==> src/rtl/irq_ctrl.sv <==
`default_nettype none
// ============================================================================
// Module   : irq_ctrl
// Purpose  : Interrupt controller upstream of CP0. It synchronises the raw
//            lines, keeps pending/mask/edge state, arbitrates by fixed
//            priority and tracks in-service until eret.
// Options  : IRQ_NEST_EN adds a nested in-service bitmask (ISR).
// Revision : 1.0 - initial release
// ============================================================================
module irq_ctrl #(
  parameter int N_IRQ       = 6,
  parameter int SYNC_STAGES = 2
) (
  input  logic             clk,
  input  logic             rst,
  input  logic [N_IRQ-1:0] irq_in,
  input  logic             status_ie,
  input  logic             eret,
  input  logic             irq_ack,
  input  logic             cfg_we,
  input  logic [1:0]       cfg_addr,
  input  logic [31:0]      cfg_wdata,
  output logic [31:0]      cfg_rdata,
  output logic             irq_req,
  output logic [2:0]       irq_id,
  output logic [4:0]       irq_cause,
  output logic             in_service
);

  localparam logic [4:0] c_EXC_INT = 5'd0;

  typedef enum logic [1:0] {
    ST_IDLE    = 2'd0,
    ST_REQ     = 2'd1,
    ST_SERVICE = 2'd2
  } state_t;

  state_t           r_state;
  logic             r_req;
  logic [2:0]       r_id;
  logic [N_IRQ-1:0] r_sync [SYNC_STAGES];
  logic [N_IRQ-1:0] r_prev;
  logic [N_IRQ-1:0] r_mask;
  logic [N_IRQ-1:0] r_edge;
  logic [N_IRQ-1:0] r_pend;
  logic [N_IRQ-1:0] w_s;
  logic [N_IRQ-1:0] w_pend_nxt;
  logic [N_IRQ-1:0] w_cand;
  logic [N_IRQ-1:0] w_w1c;
  logic [2:0]       w_win;
  logic             w_any;
  logic             w_ack_take;
  logic             w_wr_mask;
  logic             w_wr_edge;
  logic             w_wr_pend;
  logic [7:0]       w_mask8;
  logic [7:0]       w_edge8;
  logic [7:0]       w_pend8;
  logic             w_unused;

  assign w_unused = ^cfg_wdata[31:N_IRQ];

  // ---------------- input synchronisers ----------------
  always_ff @(posedge clk or posedge rst) begin
    if (rst) begin
      for (int k = 0; k < SYNC_STAGES; k++) r_sync[k] <= '0;
      r_prev <= '0;
    end else begin
      r_sync[0] <= irq_in;
      for (int k = 1; k < SYNC_STAGES; k++) r_sync[k] <= r_sync[k-1];
      r_prev <= w_s;
    end
  end

  assign w_s = r_sync[SYNC_STAGES-1];

  // ---------------- config decode ----------------
  assign w_wr_mask  = cfg_we && (cfg_addr == 2'd0);
  assign w_wr_edge  = cfg_we && (cfg_addr == 2'd1);
  assign w_wr_pend  = cfg_we && (cfg_addr == 2'd2);
  assign w_w1c      = w_wr_pend ? cfg_wdata[N_IRQ-1:0] : '0;
  assign w_ack_take = irq_ack && (r_state == ST_REQ);

  // Edge lines latch until cleared (set beats clear); level lines follow s.
  for (genvar i = 0; i < N_IRQ; i++) begin : g_pend
    localparam logic [2:0] c_IDX = 3'(i);
    logic w_set;
    logic w_clr;
    assign w_set         = w_s[i] & ~r_prev[i];
    assign w_clr         = w_w1c[i] | (w_ack_take & (r_id == c_IDX));
    assign w_pend_nxt[i] = r_edge[i] ? (w_set | (r_pend[i] & ~w_clr)) : w_s[i];
  end

  always_ff @(posedge clk or posedge rst) begin
    if (rst) begin
      r_mask <= '0;
      r_edge <= '0;
      r_pend <= '0;
    end else begin
      if (w_wr_mask) r_mask <= cfg_wdata[N_IRQ-1:0];
      if (w_wr_edge) r_edge <= cfg_wdata[N_IRQ-1:0];
      r_pend <= w_pend_nxt;
    end
  end

  // ---------------- arbitration ----------------
  assign w_cand = r_pend & r_mask;
  assign w_any  = |w_cand;

  always_comb begin
    w_win = 3'd0;
    for (int i = N_IRQ - 1; i >= 0; i--) begin
      if (w_cand[i]) w_win = 3'(i);
    end
  end

`ifdef IRQ_NEST_EN
  logic [N_IRQ-1:0] r_isr;
  logic [N_IRQ-1:0] w_isr_low_1h;
  logic [N_IRQ-1:0] w_isr_after_eret;
  logic [N_IRQ-1:0] w_id_1h;
  logic [2:0]       w_isr_lo;
  logic [7:0]       w_isr8;

  assign w_isr_low_1h     = r_isr & (~r_isr + N_IRQ'(1));
  assign w_isr_after_eret = r_isr & ~w_isr_low_1h;
  assign w_id_1h          = N_IRQ'(1) << r_id;

  always_comb begin
    w_isr_lo = 3'd0;
    for (int i = N_IRQ - 1; i >= 0; i--) begin
      if (r_isr[i]) w_isr_lo = 3'(i);
    end
  end

  always_comb begin
    w_isr8 = '0;
    w_isr8[N_IRQ-1:0] = r_isr;
  end

  assign in_service = |r_isr;
`else
  logic r_in_service;
  assign in_service = r_in_service;
`endif

  // ---------------- request / service FSM ----------------
  always_ff @(posedge clk or posedge rst) begin
    if (rst) begin
      r_state <= ST_IDLE;
      r_req   <= 1'b0;
      r_id    <= 3'd0;
`ifdef IRQ_NEST_EN
      r_isr   <= '0;
`else
      r_in_service <= 1'b0;
`endif
    end else begin
      case (r_state)
        ST_IDLE: begin
          if (w_any && status_ie) begin
            r_state <= ST_REQ;
            r_req   <= 1'b1;
            r_id    <= w_win;
          end
        end
        ST_REQ: begin
          if (irq_ack) begin
            r_state <= ST_SERVICE;
            r_req   <= 1'b0;
`ifdef IRQ_NEST_EN
            r_isr   <= r_isr | w_id_1h;
`else
            r_in_service <= 1'b1;
`endif
          end else if (!status_ie || !w_cand[r_id]) begin
            r_req <= 1'b0;
`ifdef IRQ_NEST_EN
            r_state <= (r_isr != '0) ? ST_SERVICE : ST_IDLE;
`else
            r_state <= ST_IDLE;
`endif
          end
        end
        ST_SERVICE: begin
`ifdef IRQ_NEST_EN
          // Only a strictly higher-priority line than the active one may preempt.
          if (eret) begin
            r_isr <= w_isr_after_eret;
            if (w_isr_after_eret == '0) r_state <= ST_IDLE;
          end else if (w_any && status_ie && (w_win < w_isr_lo)) begin
            r_state <= ST_REQ;
            r_req   <= 1'b1;
            r_id    <= w_win;
          end
`else
          if (eret) begin
            r_state      <= ST_IDLE;
            r_in_service <= 1'b0;
          end
`endif
        end
        default: begin
          r_state <= ST_IDLE;
          r_req   <= 1'b0;
        end
      endcase
    end
  end

  assign irq_req   = r_req;
  assign irq_id    = r_id;
  assign irq_cause = r_req ? c_EXC_INT : 5'd0;

  // ---------------- config readback ----------------
  always_comb begin
    w_mask8 = '0;
    w_edge8 = '0;
    w_pend8 = '0;
    w_mask8[N_IRQ-1:0] = r_mask;
    w_edge8[N_IRQ-1:0] = r_edge;
    w_pend8[N_IRQ-1:0] = r_pend;
  end

  always_comb begin
    cfg_rdata = 32'd0;
    case (cfg_addr)
      2'd0:    cfg_rdata = {24'd0, w_mask8};
      2'd1:    cfg_rdata = {24'd0, w_edge8};
`ifdef IRQ_NEST_EN
      2'd2:    cfg_rdata = {16'd0, w_isr8, w_pend8};
`else
      2'd2:    cfg_rdata = {24'd0, w_pend8};
`endif
      default: cfg_rdata = {29'd0, w_win};
    endcase
  end

endmodule
`default_nettype wire

==> config.mk <==
export PLATFORM = sky130hd
export DESIGN_NAME = irq_ctrl
export DESIGN_NICKNAME = d
export VERILOG_FILES = /design/src/rtl/irq_ctrl.sv
export SDC_FILE = /design/constraint.sdc
export NUM_CORES = 1
export LEC_CHECK = 0
export CORE_MARGIN = 5
export CORE_UTILIZATION = 44
export CTS_BUF_LIST = sky130_fd_sc_hd__clkbuf_4
export CTS_CLUSTER_DIAMETER = 30
export DETAILED_ROUTE_END_ITERATION = 12
export PLACE_DENSITY = 0.79
export SYNTH_ARGS = -nofsm -noshare
export SYNTH_HDL_FRONTEND = slang
export SYNTH_SLANG_ARGS = --single-unit
==> constraint.sdc <==
create_clock -name clk -period 2 [get_ports clk]
set_input_delay 0.4 -clock clk [delete_from_list [all_inputs] [get_ports clk]]
set_output_delay 0.4 -clock clk [all_outputs]
set_load 0.05 [all_outputs]
After elaboration in Yosys (flattened, before gate mapping)
Index checks and enable logic that the tools add are counted.
{"block": "word_totals", "output_inout_bits": 42, "regBits": 43, "input_bits": 46}
{"block": "op_classes", "mux": 28, "bitwise_logic": 44, "magnitude_cmp": 1, "reduce_logical": 17, "eq_ne": 13}
{"operator": "1-bit AND", "count": 18}
{"operator": "3-bit two-way mux", "count": 6}
{"operator": "6-bit case mux with 3 select lines", "count": 1}
{"operator": "1-bit inverter", "count": 13}
{"operator": "1-bit two-way mux", "count": 12}
{"operator": "1-bit bitwise OR", "count": 12}
{"operator": "3-bit AND reduction", "count": 3}
{"operator": "2-bit two-way mux", "count": 4}
{"operator": "6-bit AND", "count": 1}
{"operator": "3-bit by 2-bit == test with 1-bit output (second input constant)", "count": 2}
{"operator": "3-bit == test (second input constant)", "count": 2}
{"operator": "6-bit two-way mux", "count": 1}
{"operator": "2-bit != test (second input constant)", "count": 3}
{"operator": "2-bit case mux with 3 select lines", "count": 1}
{"operator": "6-bit OR reduction", "count": 1}
{"operator": "1-bit logical AND", "count": 5}
{"operator": "2-bit by 1-bit == test with 1-bit output (second input constant)", "count": 2}
{"operator": "2-bit == test (second input constant)", "count": 2}
{"operator": "2-bit logical NOT", "count": 2}
{"operator": "3-bit by 4-bit less-than comparator with 1-bit output (second input constant)", "count": 1}
{"operator": "1-bit binary-select mux with 3-bit select", "count": 1}
{"operator": "3-bit by 1-bit == test with 1-bit output (second input constant)", "count": 1}
{"operator": "3-bit logical NOT", "count": 1}
{"operator": "3-bit by 2-bit != test with 1-bit output (second input constant)", "count": 1}
{"operator": "6 further kinds", "count": 7}

Longest topological paths before layout
{"block": "depth", "word_depth": 8, "mapped_depth": 6, "ltp_nobuf": 4}

Least setup slack after synthesis
OpenSTA, ideal clock, no wires.
{"block": "synth_path", "path_kind": "input-to-output", "from": "in cfg_addr[1]", "to": "out cfg_rdata[5]", "required_ps": 1600, "arrival_time_ps": 1790, "setup_slack_ps": -190, "n_path_buf": 1, "cell_stages": 3, "cell_sequence": "buf_2 mux2i_1 o21ai_0"}
{"block": "synth_between", "elab_chain_cells": 2, "word_cells_on_any_way": 4}
{"element": "start: declaration", "line_no": "21", "source": "input logic [1:0] cfg_addr,"}
{"element": "2-bit == test (tied with other cells)", "line_no": "227", "source": "case (cfg_addr)"}
{"element": "6-bit case mux with 3 select lines *", "line_no": "227"}
{"element": "end: declaration", "line_no": "23", "source": "output logic [31:0] cfg_rdata,"}
Mark *: on every way between the ends. The rest lies on a longest branch, timed or not.

Worst setup path after layout
{"block": "layout_path", "from": "reg r_pend[4]", "to": "out cfg_rdata[0]"}
{"block": "layout_between", "elab_chain_cells": 7}
{"element": "start: declaration", "line_no": "45", "source": "logic [N_IRQ-1:0] r_pend;"}
{"element": "start signal: assignment", "line_no": "102", "source": "r_pend <= w_pend_nxt;"}
{"element": "6-bit AND", "line_no": "107", "source": "assign w_cand = r_pend & r_mask;"}
{"element": "3-bit two-way mux (5 in series)", "line_no": "113", "source": "if (w_cand[i]) w_win = 3'(i);"}
{"element": "6-bit case mux with 3 select lines", "line_no": "227"}
Every way passes these cells.

==> flow_summary.yaml <==
drt:
  drt-initial-drc-count: 112
  first_pass_iters: 4
  post-route-drc-count: 0
  vias: 1439
  wl_per_cell_um: 15.0
  antenna_left: 0
  drt-total-wl_um: 4230
  vias_per_cell: 5.08
pwr:
  p_leak_nw: 1.18
  peakVddDrop_mv: 0.522
  power.density_nw_per_um2: 1090
  p_total_mw: 2.79
timing:
  worst_pin_slew_ns: 0.535
  fmax_mhz: 451
  period_share: 1.11
  grt_setup_unrepaired: "true"
  drv_slew: 0
  clock_skew_ns: 0.0141
  setup_viol: 3
  hold_viol: 0
  min_period_ns: 2.22
  setup_slack_ns: -0.217
  relSlewSlack: 0.643
setup_path:
  worstSetupPathType: "flop to output pin"
  crit_fanout: 3
  r2r-start: "r_state[0]$_DFFE_PP0P_"
  crit_required_ns: 1.60
  path_buf_inv: 1
  crit_family: "multiplexers"
  worst_setup_path_start_kind: "flop"
  endpoint_kind: "output pin"
  cp.arrival_ns: 1.82
  r2r-end: "irq_id[0]$_DFFE_PP0P_"
  worstPathCellList: "nand2_2 > a32oi_1 > o21ai_1 > mux4_2 > buf_8"
  reg2reg_depth: 3
  cp_slowest_stage_delay_ns: 0.50
  ff2ff_setup_slack_ns: 0.34
  crit_slowest_cell: "mux4_2"
logic_synthesis:
  avgSynthCellArea_um2: 11.6
  ys_seq_area_frac: 0.522
  synth.most_common_cell: "dfrtp_1"
  yosysTopAreaCell: "dfrtp_1"
  async_reset_ff_frac: 1.00
  yosysTopAreaCellShare: 0.522
  ys_warn_count: 0
  ys_ff_latch: 43
  ys_top_cells_by_count: "43 x dfrtp_1, 31 x buf_4, 24 x nand2_1"
  synthCells: 178
  synthFlopType: "dfrtp_1"
  yosys.cell_types.count: 32
  syn_area_um2: 2060
  synth_edf_count: 0
  yosys-top-cells-area: "dfrtp_1 52%, buf_4 11%, mux2_2 8.2%, nand2_1 4.4%, mux4_2 3.3%"
floorplanning:
  die_area_um2: 6150
  die_y_um: 78.4
  die_x_um: 78.4
  core_um2: 4440
  num_rows: 24
  initial_utilization: 0.464
  ios: 88
global_route:
  grt-ovfl-total: 0
  first_global_vias: 1433
  grt_max_degree: 44
  grt_pass1_wl_um: 7030
  antenna_found_initial: 0
  grt_usage: 0.148
clock_tree:
  insertion_delay_ns: 0.36
  cts.sinks: 43
  tritoncts: "yes"
  ctsHoldBuffers: 0
  numCtsBuffers: 5
  h-tree-depth: 2
  clockRootBuffer: "clkbuf_4"
  clk_path_buf_depth: 2
  path_clk_slew_ns: 0.11
place:
  io_buffers: 30
  place_hpwl_um: 3030
  gp_congestion: 0.917
  placed_area_um2: 2390
run:
  drv_cap: 0
cells_and_area:
  post-route-cell-area_um2: 2550
  post-route-util: 0.574
  fillers: 374
  area_delta_synth_final_pct: 23.7
  num_antenna_cells: 0
  layout.nets: 276
  drive_gt1_frac: 0.303
hold_path:
  min_from: "r_sync[11]$_DFF_PP0_"
  hold_path_end: "w_s[5]$_DFF_PP0_"
  hold_depth: 0
  hp-class: "flop to flop"
outcome:
  violations: "setup timing"
  status: "finished with violations"
[cell type report]
type,count,area (um2),share of cell area
sequential,43,1080,0.422
multi-input combinational,129,868,0.341
timing repair buffer,49,474,0.186
tap,52,65.1,0.0255
clock buffer,7,52.6,0.0206
inverter,2,7.51,0.00294
clock inverter,1,5.00,0.00196
[timing repair]
action,4_1_cts,5_1_grt
cloned,0,0
resized for setup,12,6
buffers inserted,6,2
setup endpoints to repair,6,5
pin swaps,1,2
[worst max path at each step]
| stage | end | depth (start not counted) | startpoint | slack [ns] |
|---|---|---|---|---|
| finish | cfg_rdata[0] | 5 | r_pend[4]$_DFF_PP0_ | -0.22 |
| detailed placement | cfg_rdata[1] | 3 | cfg_addr[0] | -0.24 |
| floorplan | cfg_rdata[1] | 2 | cfg_addr[0] | 0.1 |
| global placement | cfg_rdata[5] | 6 | cfg_addr[1] | -0.25 |
| global route | cfg_rdata[0] | 5 | r_pend[4]$_DFF_PP0_ | -0.29 |
| CTS | cfg_rdata[0] | 5 | r_pend[4]$_DFF_PP0_ | -0.22 |
[metal layers]
| metal | wire [um] | up-vias | track usage | part of all wire |
|---|---|---|---|---|
| met4 | 83 | 0 | 0.0629 | 0.020 |
| met2 | 2110 | 48 | 0.247 | 0.50 |
| li1 | - | 671 | - | - |
| met5 | 0 | - | 0 | 0 |
| met3 | 262 | 9 | 0.0320 | 0.062 |
| met1 | 1770 | 711 | 0.188 | 0.42 |
[flip-flops by register name (all words and copies together), names as in the netlist]
register	cells
r_prev	6
r_pend	6
in_service	1
irq_req	1
r_sync	6
irq_id	3
r_mask	6
r_state	2
r_edge	6
w_s	6
[where the power goes]
group / total, mW / switching, mW / internal [mW]
Clock: 0.423 / 0.259 / 0.164
Combinational: 1.18 / 0.687 / 0.488
Sequential: 1.19 / 0.171 / 1.01
Total: 2.79 / 1.12 / 1.67
[cell usage in the layout, fill, tap and decap left out, types with 3 or more instances in the layout]
master and instances:
a21oi_1 4, o21ai_0 3, nor2_1 4, dfrtp_1 42
a22o_1 3, conb_1 31, nand3_1 7, mux2i_1 3
clkbuf_4 7, mux2_2 15, buf_12 3, mux4_2 4
a21o_1 3, clkdlybuf4s50_1 19, buf_4 22, nand2_2 4
nand2_1 23
[logic make-up after synthesis]
group / after synthesis / synth area share
AND/OR/NAND/NOR: 49 / 0.117
flip-flops: 43 / 0.522
buffers and inverters: 36 / 0.123
AO/OA/AOI/OAI: 27 / 0.0941
multiplexers: 22 / 0.142
other: 1 / 0.00182
[metrics by stage]
| stage | worst slack (ns) | setup TNS (ns) | hold slack, ns | cells |
|---|---|---|---|---|
| 6_report | -0.217 | -0.622 | 0.361 | 283 |
| 5_1_grt | -0.289 | -0.836 | 0.371 | 283 |
| 4_1_cts | -0.218 | -0.592 | 0.362 | 281 |
| 3_5_place_dp | -0.243 | -2.60 | 0.335 | 267 |
| 3_3_place_gp | -0.251 | -2.40 | 0.331 | 267 |
| 2_1_floorplan | 0.0998 | 0 | 0.331 | 208 |
Power figures use the tool's default switching activity.
